### src/rtl/semaforo_pkg.sv
// Shared definitions for the intersection controller: state codes and light encodings.
package semaforo_pkg;

  typedef enum logic [3:0] {
    NS_VERDE    = 4'd0,
    NS_AMARILLO = 4'd1,
    ROJO_A      = 4'd2,
    EO_VERDE    = 4'd3,
    EO_AMARILLO = 4'd4,
    ROJO_B      = 4'd5,
    PEATON      = 4'd6,
    OFF_A       = 4'd7,
    ONALL       = 4'd8
  } estado_t;

  localparam logic [2:0] LUZ_VERDE    = 3'b100;
  localparam logic [2:0] LUZ_AMARILLO = 3'b010;
  localparam logic [2:0] LUZ_ROJO     = 3'b001;
  localparam logic [2:0] LUZ_OFF      = 3'b000;
  localparam logic [2:0] LUZ_ALL      = 3'b111;

endpackage

### src/rtl/temporizador_fase.sv
// Loadable phase down-counter; expired flags a tick arriving while the count is zero.
module temporizador_fase #(
  parameter int unsigned   TW      = 8,
  parameter logic [TW-1:0] RST_VAL = '0
) (
  input  logic          clk,
  input  logic          reset,
  input  logic          load,
  input  logic [TW-1:0] load_val,
  input  logic          tick,
  output logic          expired
);

  logic [TW-1:0] cnt;

  always_ff @(posedge clk or posedge reset) begin
    if (reset)                    cnt <= RST_VAL;
    else if (load)                cnt <= load_val;
    else if (tick && cnt != '0)   cnt <= cnt - TW'(1);
  end

  assign expired = tick && (cnt == '0);

endmodule

### src/rtl/interseccion_ctrl.sv
// Two-way intersection sequencer with blink fallback.
// Define PEATON_EN to enable the pedestrian all-red walk phase.
module interseccion_ctrl
  import semaforo_pkg::*;
#(
  parameter int unsigned TW         = 8,
  parameter int unsigned T_VERDE    = 20,
  parameter int unsigned T_AMARILLO = 4,
  parameter int unsigned T_ROJO     = 2,
  parameter int unsigned T_PEATON   = 10,
  parameter int unsigned T_BLINK    = 1
) (
  input  logic       clk,
  input  logic       reset,
  input  logic       tick,
  input  logic       on_off,
  input  logic       ped_req,
  output logic [2:0] luz_ns,
  output logic [2:0] luz_eo,
  output logic       ped_walk,
  output logic [3:0] fase
);

  estado_t       estado, estado_sig;
  logic          expired, load;
  logic [TW-1:0] load_val;

`ifdef PEATON_EN
  logic pendiente, pendiente_sig;

  // A request in the same cycle ROJO_B expires is honoured immediately.
  always_comb begin
    pendiente_sig = 1'b0;
    case (estado)
      NS_VERDE, NS_AMARILLO, ROJO_A, EO_VERDE, EO_AMARILLO, ROJO_B:
        pendiente_sig = pendiente | ped_req;
      default: pendiente_sig = 1'b0;
    endcase
  end

  always_ff @(posedge clk or posedge reset) begin
    if (reset) pendiente <= 1'b0;
    else       pendiente <= pendiente_sig;
  end
`else
  logic ped_req_unused;
  assign ped_req_unused = ped_req;
`endif

  always_comb begin
    estado_sig = estado;
    case (estado)
      NS_VERDE:    if (!on_off) estado_sig = OFF_A; else if (expired) estado_sig = NS_AMARILLO;
      NS_AMARILLO: if (!on_off) estado_sig = OFF_A; else if (expired) estado_sig = ROJO_A;
      ROJO_A:      if (!on_off) estado_sig = OFF_A; else if (expired) estado_sig = EO_VERDE;
      EO_VERDE:    if (!on_off) estado_sig = OFF_A; else if (expired) estado_sig = EO_AMARILLO;
      EO_AMARILLO: if (!on_off) estado_sig = OFF_A; else if (expired) estado_sig = ROJO_B;
      ROJO_B: begin
        if (!on_off) estado_sig = OFF_A;
        else if (expired) begin
`ifdef PEATON_EN
          estado_sig = pendiente_sig ? PEATON : NS_VERDE;
`else
          estado_sig = NS_VERDE;
`endif
        end
      end
`ifdef PEATON_EN
      PEATON:      if (!on_off) estado_sig = OFF_A; else if (expired) estado_sig = NS_VERDE;
`endif
      OFF_A:       if (on_off) estado_sig = ROJO_B; else if (expired) estado_sig = ONALL;
      ONALL:       if (on_off) estado_sig = ROJO_B; else if (expired) estado_sig = OFF_A;
      default:     estado_sig = OFF_A;
    endcase
  end

  always_ff @(posedge clk or posedge reset) begin
    if (reset) estado <= ROJO_B;
    else       estado <= estado_sig;
  end

  // Every state change reloads the timer with the new phase length minus one.
  assign load = (estado_sig != estado);

  always_comb begin
    load_val = '0;
    case (estado_sig)
      NS_VERDE, EO_VERDE:       load_val = TW'(T_VERDE - 1);
      NS_AMARILLO, EO_AMARILLO: load_val = TW'(T_AMARILLO - 1);
      ROJO_A, ROJO_B:           load_val = TW'(T_ROJO - 1);
      PEATON:                   load_val = TW'(T_PEATON - 1);
      OFF_A, ONALL:             load_val = TW'(T_BLINK - 1);
      default:                  load_val = '0;
    endcase
  end

  temporizador_fase #(
    .TW      (TW),
    .RST_VAL (TW'(T_ROJO - 1))
  ) u_temporizador (
    .clk      (clk),
    .reset    (reset),
    .load     (load),
    .load_val (load_val),
    .tick     (tick),
    .expired  (expired)
  );

  always_comb begin
    luz_ns = LUZ_ROJO;
    luz_eo = LUZ_ROJO;
    case (estado)
      NS_VERDE:    luz_ns = LUZ_VERDE;
      NS_AMARILLO: luz_ns = LUZ_AMARILLO;
      EO_VERDE:    luz_eo = LUZ_VERDE;
      EO_AMARILLO: luz_eo = LUZ_AMARILLO;
      ROJO_A, ROJO_B: begin
        luz_ns = LUZ_ROJO;
        luz_eo = LUZ_ROJO;
      end
`ifdef PEATON_EN
      PEATON: begin
        luz_ns = LUZ_ROJO;
        luz_eo = LUZ_ROJO;
      end
`endif
      OFF_A: begin
        luz_ns = LUZ_OFF;
        luz_eo = LUZ_OFF;
      end
      default: begin
        luz_ns = LUZ_ALL;
        luz_eo = LUZ_ALL;
      end
    endcase
  end

`ifdef PEATON_EN
  assign ped_walk = (estado == PEATON);
`else
  assign ped_walk = 1'b0;
`endif

  assign fase = estado;

endmodule

### config.mk
export PLATFORM = sky130hd
export DESIGN_NAME = interseccion_ctrl
export DESIGN_NICKNAME = d
export VERILOG_FILES = /design/src/rtl/semaforo_pkg.sv /design/src/rtl/temporizador_fase.sv /design/src/rtl/interseccion_ctrl.sv
export SDC_FILE = /design/constraint.sdc
export NUM_CORES = 1
export LEC_CHECK = 0
export ABC_AREA = 1
export ABC_CLOCK_PERIOD_IN_PS = 2200
export BUFFER_PORTS_ARGS = -buffer_cell sky130_fd_sc_hd__buf_2
export CELL_PAD_IN_SITES_DETAIL_PLACEMENT = 1
export CELL_PAD_IN_SITES_GLOBAL_PLACEMENT = 2
export CORE_ASPECT_RATIO = 0.8
export CORE_MARGIN = 8
export CORE_UTILIZATION = 28
export CTS_CLUSTER_SIZE = 40
export DETAILED_ROUTE_END_ITERATION = 8
export PLACE_DENSITY = 0.74
export SYNTH_ARGS = -nofsm -noshare
export SYNTH_HDL_FRONTEND = slang
export SYNTH_SLANG_ARGS = --single-unit
### constraint.sdc
create_clock -name clk -period 2.2 [get_ports clk]
set_input_delay 0 -clock clk [delete_from_list [all_inputs] [get_ports clk]]
set_output_delay 0 -clock clk [all_outputs]
set_load 0.005 [all_outputs]
==> results.py, run 1 <==
metrics = {
    "finish": {
        "final.fill_count": 584,
        "antenna_cells": 0,
        "syn2layout_area_growth_pct": 43.5,
        "nNetsFinal": 251,
        "finalNonFillerCells": 301,
        "final_util_pct": 41.0,
        "stdcell_area_um2": 1840,
        "drive_above_1_share_pct": 49.4,
    },
    "detailed_routing": {
        "vias_per_cell": 4.58,
        "vias": 1378,
        "drt_iter0_markers": 30,
        "drt_pre_antenna_iters": 4,
        "detail_route.wl_per_cell_um": 13.7,
        "final_antenna_net_count": 0,
        "wl_um": 4140,
        "drc": 0,
    },
    "worst_setup_path": {
        "max_stage_delay_ns": 0.40,
        "crit_type": "flip-flop to flip-flop",
        "r2r_slack_ns": 0.09,
        "rr_startpoint": "u_temporizador.cnt[1]",
        "endpoint_kind": "flip-flop",
        "critical_path_arrival_ns": 2.25,
        "reg2reg_depth": 17,
        "path_cells": "inv_2 > ha_4 > inv_2 > nor2_4 > nand3_4 > nand2_2 > nand2_1 > nand2_2 > nand2_2 > inv_2 > nand2_4 > nand2_4 > nand2_4 > nor2_4 > nand2_4 > nand2_2 > nand3_2",
        "critPathMaxFanout": 7,
        "worst_setup_path_start_kind": "flip-flop",
        "rr_endpoint": "u_temporizador.cnt[1]",
        "cp.required_ns": 2.34,
        "critical-path-slowest-cell": "dfrtp_1",
    },
    "placement": {
        "place_hpwl_um": 3150,
        "place_inst": 283,
        "place_ws_ns": -0.129,
        "portBuffers": 13,
        "place_area_um2": 1510,
        "place_congestion": 0.794,
    },
    "power": {
        "total_power_mw": 3.60,
        "power_density_nw_per_um2": 1960,
        "ir_drop_mv": 0.494,
        "leakagePower_nw": 0.979,
    },
    "yosys": {
        "ys_warn_count": 0,
        "ys_types": 26,
        "yosys.area.top_type_share_pct": 19.9,
        "syn_area_per_cell_um2": 6.50,
        "ys_seq_area_share_pct": 23.7,
        "syn-num-nets": 206,
        "synthTopCellsByArea": "nand2_1 (20%), dfrtp_1 (18%), dfstp_2 (6.2%)",
        "ys_ff_latch": 12,
        "synth_top_cell_by_area": "nand2_1",
        "synth_cells": 197,
        "syn_area_um2": 1280,
    },
    "cts": {
        "cts_buffer_depth": 2,
        "clkLatencyLatePin_ns": 0.25,
        "clock-sinks": 12,
        "htreeDepth": 1,
        "cts_tree": "built",
        "cts.clk_slew.worst_paths_ns": 0.06,
        "cts_buffers": 3,
        "cts_root_buf": "clkbuf_8",
    },
    "floorplanning": {
        "start_util_pct": 28.6,
        "core_area_um2": 4490,
        "dieArea_um2": 7010,
        "die_w_um": 91.6,
        "dieHeight_um": 76.5,
        "rows": 22,
        "ioPinCount": 16,
    },
    "sta": {
        "tns_ns": 0,
        "slew_headroom_pct": 65.2,
        "rsz0062_at_grt": "true",
        "holdWs_ns": 0.204,
        "fin_crit_sh_pct": 96.0,
        "setup_viol": 0,
        "period_needed_ns": 2.11,
        "finalHoldViolations": 0,
        "tightest_slew_ns": 0.521,
        "fin_ws_ns": 0.0870,
        "fin_skew_ns": 0.00131,
        "slew_violations": 0,
        "fmax_ghz": 0.473,
    },
    "global_route": {
        "grt_usage_pct": 11.8,
        "grt_max_degree": 13,
        "grt_pass1_wl_um": 6780,
        "first_global_vias": 1389,
        "grt_overflow": 0,
        "grt_antenna_before_repair": 0,
    },
    "min_path": {
        "hold_depth": 4,
        "hold_path_end": "fase[1]",
        "hp-class": "input port to flip-flop",
        "min-delay-start": "on_off",
    },
    "run": {
        "max_cap_violations": 0,
    },
    "status": {
        "status": "complete, no violations",
    },
}
==> placed cells by master (no fill, tap or decap), types with 8 or more instances in the layout <==
cell      n
buf_2    13
nor2_1   14
nand2_4   9
nand3_1  12
inv_2    13
nand2_1  54
nor2_4    8
nand2_2  20
dfrtp_1   8
buf_4    27
inv_1    11
==> worst max path at each step <==
stage / slack (ns) / to / startpoint
2_1_floorplan: 0.15 / u_temporizador.cnt[4] / u_temporizador.cnt[0]
3_3_place_gp: -0.09 / u_temporizador.cnt[4] / u_temporizador.cnt[0]
3_5_place_dp: -0.13 / u_temporizador.cnt[4] / u_temporizador.cnt[0]
4_1_cts: 0.002 / u_temporizador.cnt[1] / u_temporizador.cnt[0]
5_1_grt: -0.04 / u_temporizador.cnt[0] / fase[2]
6_report: 0.09 / u_temporizador.cnt[1] / u_temporizador.cnt[1]
==> cells in the mapped netlist <==
master	n
clkinv_1	1
ha_1	4
nand4_1	3
a31oi_1	1
o21ai_1	4
nand3_2	5
xor2_1	6
a21oi_1	4
nor3b_1	1
nor3_1	1
dfstp_2	3
nor2_4	6
conb_1	1
inv_1	16
nand2_4	4
a21boi_1	1
nand2_2	11
nand2_1	68
dfrtp_1	9
nand3_1	15
inv_2	8
nor2_2	5
buf_4	1
a21oi_2	1
nor2_1	16
buf_6	2
==> worst max-delay path: cells and delay by family (launching register included) <==
family	cells	cell delay (ns)
flip-flops	1	0.40
AND/OR/NAND/NOR	13	1.27
buffers and inverters	3	0.21
adder cells (fa/ha/maj)	1	0.12
==> power breakdown <==
group	leakage [nW]	internal (mW)	switching, mW
registers	0.149	0.329	0.103
clock network	0.0288	0.159	0.102
logic	0.802	1.22	1.69
==> cells by family after synthesis <==
logic type / after synthesis / synth area share, %
AO/OA/AOI/OAI: 11 / 4.88
XOR/XNOR: 6 / 4.10
adder cells (fa/ha/maj): 4 / 3.91
buffers and inverters: 28 / 9.67
flip-flops: 12 / 23.7
other: 1 / 0.293
AND/OR/NAND/NOR: 135 / 53.4
==> cell type report <==
class	instances	area [um^2]	share of cell area, %
Multi-Input combinational cell	158	1010	54.9
Clock buffer	4	55.1	3.00
Tap cell	60	75.1	4.08
Sequential cell	12	305	16.6
Inverter	25	96.3	5.24
Timing Repair Buffer	42	298	16.2
==> sequential cells by signal, indices dropped and copies added (netlist names) <==
| register | cells |
|---|---|
| fase | 4 |
| u_temporizador.cnt | 8 |
==> timing repair <==
item / in CTS / in global routing
buffers inserted: 2 / 10
resized for setup: 6 / 36
hold buffers: 1 / 0
endpoints found under the hold margin: 9 / 0
pin swaps: 6 / 16
cloned: 1 / 0
endpoints found under the setup margin: 6 / 8
==> metal layers <==
| layer | part of all wire (%) | GRT usage, % | routed length (um) | up-vias |
|---|---|---|---|---|
| met5 | 0 | 0 | 0 | - |
| met4 | 0.97 | 2.45 | 40 | 0 |
| met3 | 2.1 | 2.46 | 87 | 5 |
| met2 | 45 | 17.2 | 1880 | 19 |
| met1 | 52 | 17.0 | 2130 | 650 |
| li1 | - | - | - | 704 |
(Power assumes the default switching activity.)
==> run 2: changes to the inputs <==
Settings changed: CELL_PAD_IN_SITES_DETAIL_PLACEMENT 1 to default, CELL_PAD_IN_SITES_GLOBAL_PLACEMENT 2 to default, CORE_UTILIZATION 28 to 52, PLACE_DENSITY 0.74 to 0.75, RECOVER_POWER from default to 100.
==> run 2 against run 1 <==
  * The run now ends with setup timing left
  * Maximum frequency decreased by 4.0%
  * Clock-buffer cell count unchanged
  * Highest routed layer unchanged
  * First-iteration DRC count rose to 3.1 times the previous value
==> results.py, run 2 (synthesis gave the netlist of run 1 again) <==
metrics = {
    "status": {
        "status": "finished, violations left",
        "violations": "setup timing",
    },
    "detailed_routing": {
        "vias": 1401,
        "wl_um": 3550,
        "drt_pre_antenna_iters": 6,
        "final_antenna_net_count": 0,
        "detail_route.wl_per_cell_um": 13.9,
        "vias_per_cell": 5.49,
        "drt_iter0_markers": 92,
        "drc": 0,
    },
    "placement": {
        "portBuffers": 13,
        "place_inst": 239,
        "place_hpwl_um": 2390,
        "place_area_um2": 1390,
        "place_congestion": 0.927,
    },
    "sta": {
        "finalHoldViolations": 0,
        "tns_ns": -0.00203,
        "rsz0062_at_grt": "true",
        "slew_violations": 0,
        "fin_crit_sh_pct": 100,
        "period_needed_ns": 2.20,
        "fin_skew_ns": 0.00881,
        "fin_ws_ns": -0.00203,
        "setup_viol": 1,
        "fmax_ghz": 0.454,
    },
    "cts": {
        "cts_buffer_depth": 2,
        "cts.clk_slew.worst_paths_ns": 0.08,
        "clkLatencyLatePin_ns": 0.28,
        "htreeDepth": 1,
        "cts_buffers": 3,
        "cts_tree": "built",
        "cts_root_buf": "clkbuf_4",
        "clock-sinks": 12,
    },
    "finish": {
        "finalNonFillerCells": 255,
        "multi_input_area_um2": 950,
        "drive_above_1_share_pct": 39.5,
        "syn2layout_area_growth_pct": 24.7,
        "antenna_cells": 0,
        "final_common_cell": "nand2_1",
        "largest_reg_flops": 8,
        "stdcell_area_um2": 1600,
        "nNetsFinal": 238,
        "final.fill_count": 203,
        "max_flop_register": "u_temporizador.cnt",
        "final_cell_mix": "nand2_1 (58), nand2_2 (20), nor2_1 (16)",
        "seqCellArea_um2": 304,
    },
    "worst_setup_path": {
        "endpoint_kind": "flip-flop",
        "rr_endpoint": "u_temporizador.cnt[4]",
        "reg2reg_depth": 18,
        "cp.required_ns": 2.36,
        "r2r_slack_ns": -0.002,
        "critPathMaxFanout": 6,
        "critical_path_arrival_ns": 2.36,
        "crit_type": "flip-flop to flip-flop",
        "crit_end": "u_temporizador.cnt[4]",
        "startpoint": "u_temporizador.cnt[1]",
        "worst_setup_path_start_kind": "flip-flop",
        "rr_startpoint": "u_temporizador.cnt[1]",
    },
    "floorplanning": {
        "start_util_pct": 53.3,
        "die_w_um": 71.5,
        "rows": 16,
        "ioPinCount": 16,
        "dieHeight_um": 60.4,
        "dieArea_um2": 4320,
        "core_area_um2": 2400,
    },
    "global_route": {
        "grt_usage_pct": 14.5,
        "grt_max_degree": 13,
        "grt_pass1_wl_um": 5040,
        "grt_overflow": 0,
        "first_global_vias": 1161,
        "grt_antenna_before_repair": 0,
    },
    "min_path": {
        "hp-class": "input port to flip-flop",
        "min-delay-start": "on_off",
    },
    "run": {
        "max_cap_violations": 0,
    },
}
[run 2: cell count changes in the layout (fill, tap and decap cells not counted), sizes merged]
| cell | previous run | this run |
|---|---|---|
| buf | 41 | 27 |
| clkbuf | 4 | 5 |
| clkinv | 0 | 1 |
| inv | 25 | 24 |
[run 2: stage by stage]
step	worst slack, ns	hold WS, ns	util (%)
6_report	-0.00203	0.187	66.5
5_1_grt	-0.144	0.199	66.5
4_1_cts	0.0144	0.165	59.8
3_5_place_dp	-0.0804	0.0274	57.8
3_3_place_gp	0.0262	0.0230	57.8
2_1_floorplan	0.152	-0.137	-
[run 2: timing repair]
| action | in CTS | in global routing |
|---|---|---|
| gates cloned | 0 | 1 |
| hold buffers | 1 | 0 |
| hold endpoints to repair | 9 | 0 |
| resized for setup | 2 | 23 |
| pin swaps | 0 | 18 |
| endpoints found under the setup margin | 4 | 8 |
| buffers inserted | 0 | 10 |
[run 2: cell type report]
type / instances / share of cell area [%]
Clock buffer: 4 / 1.64
Inverter: 25 / 5.87
Multi-Input combinational cell: 158 / 59.4
Sequential cell: 12 / 19.0
Tap cell: 27 / 2.11
Timing Repair Buffer: 29 / 11.9
[run 2: layer usage]
metal | GRT usage (%) | share of wire (%)
met1 | 18.5 | 42
met2 | 24.2 | 49
met3 | 4.29 | 8.5
met4 | 2.32 | 0.48
met5 | 0 | 0
[run 2: worst min path at each step]
stage                    to  depth (start not counted)
floorplan           fase[1]                          1
global placement    fase[3]                          2
detailed placement  fase[3]                          2
CTS                 fase[3]                          4
global route        fase[1]                          4
finish              fase[1]                          4
[run 2: worst max-delay path: stages (launching register included)]
cell and delay (ns):
dfrtp_1 0.40, inv_2 0.09, ha_4 0.12, inv_2 0.04, nor2_4 0.16, nand3_4 0.14
nand2_4 0.11, nand2_2 0.05, nand2_2 0.09, nand2_2 0.07, buf_6 0.12, nor2_4 0.13
nand2_1 0.08, nand2_1 0.08, nand2_2 0.07, nor2_4 0.16, nand2_1 0.07, nand2_1 0.05
nand2_1 0.04
Power of run 2 is left out: the tool's default activity adds up to more than one toggle a clock period on the data nets, which glitch-free logic cannot reach.
==> run 3: changes to the inputs <==
Settings changed: CORE_UTILIZATION 52 to 29, PLACE_DENSITY 0.75 to 0.46, TNS_END_PERCENT from default to 10.
==> run 3 against run 2 <==
  * The run now ends clean
  * Global-route usage down 4.5 points
  * Worst hold slack better by 0.024 ns
  * Clock-buffer cell count unchanged
  * Die area up 58%
  * Maximum frequency up 6.5%
  * Cell count up 14%
  * Sequential cell count unchanged
  * Sequential share of layout area down 0.63 points
  * Routed wire length down 5.7%
  * Core utilization down 27 points
  * Non-clock buffer count up 6
  * Largest cell class unchanged
==> results.py, run 3 (synthesis gave the netlist of run 1 again) <==
metrics = {
    "power": {
        "leakagePower_nw": 0.909,
        "power_density_nw_per_um2": 1850,
        "p_sw_share_pct": 53.1,
        "ir_drop_mv": 0.663,
        "pwr-share-clk_pct": 8.0,
        "seqPwrFrac_pct": 13.5,
        "internal_power_mw": 1.43,
        "share_comb_of_total_power_pct": 78.5,
        "p_sw_mw": 1.62,
    },
    "floorplanning": {
        "ioPinCount": 16,
        "core_area_um2": 4200,
        "dieArea_um2": 6810,
        "rows": 21,
        "dieHeight_um": 75.5,
        "die_w_um": 90.3,
        "start_util_pct": 30.5,
    },
    "sta": {
        "fin_skew_ns": 0.00147,
        "fin_crit_sh_pct": 94.0,
        "holdWs_ns": 0.211,
        "fmax_ghz": 0.483,
        "period_needed_ns": 2.07,
        "slew_violations": 0,
        "rsz0062_at_grt": "true",
        "finalHoldViolations": 0,
        "setup_viol": 0,
    },
    "finish": {
        "final_common_cell": "nand2_1",
        "antenna_cells": 0,
        "stdcell_area_um2": 1650,
        "multi_input_area_um2": 893,
        "seqCellArea_um2": 304,
        "max_flop_register": "u_temporizador.cnt",
        "syn2layout_area_growth_pct": 29.0,
        "nNetsFinal": 243,
        "largest_reg_flops": 8,
        "final.fill_count": 462,
        "drive_above_1_share_pct": 38.2,
        "final_cell_mix": "nand2_1 (64), buf_4 (19), nor2_1 (16)",
    },
    "global_route": {
        "grt_antenna_before_repair": 0,
        "grt_overflow": 0,
        "grt_max_degree": 13,
        "grt_usage_pct": 9.95,
        "grt_pass1_wl_um": 5620,
        "first_global_vias": 1143,
    },
    "worst_setup_path": {
        "critical_path_arrival_ns": 2.21,
        "cp.required_ns": 2.34,
        "endpoint_kind": "flip-flop",
        "reg2reg_depth": 18,
        "critPathMaxFanout": 7,
        "critical-path-slowest-cell": "dfstp_2",
        "worst_setup_path_start_kind": "flip-flop",
        "path_buf_inv": 3,
        "rr_startpoint": "u_temporizador.cnt[0]",
        "max_stage_delay_ns": 0.53,
        "path_common_cell": "nand2_1",
        "path_cells": "inv_2 > ha_4 > inv_4 > nor2_4 > nand3_4 > nand2_1 > nand2_1 > nand2_1 > nand2_2 > inv_2 > nand2_2 > nand2_1 > nand2_1 > nand2_2 > nor2_4 > nand2_1 > nand2_1 > nand2_1",
        "r2r_slack_ns": 0.13,
        "crit_type": "flip-flop to flip-flop",
        "rr_endpoint": "u_temporizador.cnt[4]",
        "critPathTopFamily": "simple AND/OR/NAND/NOR gates",
    },
    "min_path": {
        "hold_depth": 4,
        "hp-class": "input port to flip-flop",
        "hold_path_end": "fase[1]",
        "min-delay-start": "on_off",
    },
    "detailed_routing": {
        "drt_iter0_markers": 72,
        "vias": 1273,
        "final_antenna_net_count": 0,
        "vias_per_cell": 4.39,
        "detail_route.wl_per_cell_um": 11.5,
        "wl_um": 3350,
        "drc": 0,
        "drt_pre_antenna_iters": 4,
    },
    "cts": {
        "cts_buffers": 3,
        "cts.clk_slew.worst_paths_ns": 0.06,
        "clkLatencyLatePin_ns": 0.24,
        "htreeDepth": 1,
        "cts_buffer_depth": 2,
        "clock-sinks": 12,
        "cts_root_buf": "clkbuf_8",
        "cts_tree": "built",
    },
    "status": {
        "status": "complete, no violations",
    },
    "placement": {
        "place_hpwl_um": 2660,
        "place_area_um2": 1510,
        "place_congestion": 0.815,
        "portBuffers": 13,
    },
    "run": {
        "max_cap_violations": 0,
    },
}
==> run 3: changes by cell type in the layout (fill, tap and decap cells not counted), sizes merged <==
cell / change
buf: +6
nand3: -1
==> run 3: metal layers <==
| layer | part of all wire [%] | up-vias | global-route usage (%) |
|---|---|---|---|
| met3 | 3.0 | 2 | 2.46 |
| met2 | 40 | 15 | 14.7 |
| met1 | 57 | 575 | 14.5 |
| met4 | 0.18 | 0 | 1.10 |
| li1 | - | 681 | - |
| met5 | 0 | - | 0 |
==> run 3: tightest hold or removal path, delay by kind of cell <==
family / cells / cell delay [ns]
buf+inv: 1 / 0.15
simple gates: 3 / 0.27
==> run 3: how the worst max path moves through the flow <==
stage | startpoint | depth (start not counted) | slack, ns | end
2_1_floorplan | u_temporizador.cnt[0] | 17 | 0.15 | u_temporizador.cnt[4]
3_3_place_gp | u_temporizador.cnt[0] | 19 | -0.05 | u_temporizador.cnt[4]
3_5_place_dp | u_temporizador.cnt[0] | 19 | -0.07 | u_temporizador.cnt[0]
4_1_cts | u_temporizador.cnt[1] | 18 | 0.02 | u_temporizador.cnt[4]
5_1_grt | u_temporizador.cnt[0] | 19 | -0.06 | u_temporizador.cnt[0]
6_report | u_temporizador.cnt[0] | 18 | 0.13 | u_temporizador.cnt[4]
==> run 3: through the flow <==
stage	util (%)	setup WS (ns)	power, mW	instances	setup TNS (ns)
floorplan	-	0.152	2.03	197	0
global placement	35.9	-0.0514	2.70	280	-0.0952
detailed placement	35.9	-0.0736	2.65	280	-0.179
CTS	37.9	0.0200	2.94	286	0
global route	39.3	-0.0613	3.37	290	-0.138
finish	39.3	0.131	3.05	290	0
==> run 3: timing repair <==
item / 4_1_cts / 5_1_grt
gates cloned: 0 / 0
setup endpoints to repair: 3 / 7
pin swaps: 1 / 10
buffers inserted: 1 / 4
resized for setup: 2 / 13
endpoints found under the hold margin: 9 / 0
hold buffers: 1 / 0
==> run 3: cell type report <==
cell class                      instances  area share, %
Timing Repair Buffer                   35           14.1
Multi-Input combinational cell        157           54.0
Tap cell                               57           4.31
Sequential cell                        12           18.4
Clock buffer                            4           3.33
Inverter                               25           5.83
==> run 3: power groups by stage <==
stage / Clock, mW / Sequential [mW] / Combinational (mW)
after global routing: 0.265 / 0.420 / 2.68
after global placement: 0 / 0.417 / 2.28
after floorplan: 0 / 0.400 / 1.63
after CTS: 0.249 / 0.411 / 2.28
final: 0.244 / 0.412 / 2.40
after detailed placement: 0 / 0.414 / 2.23
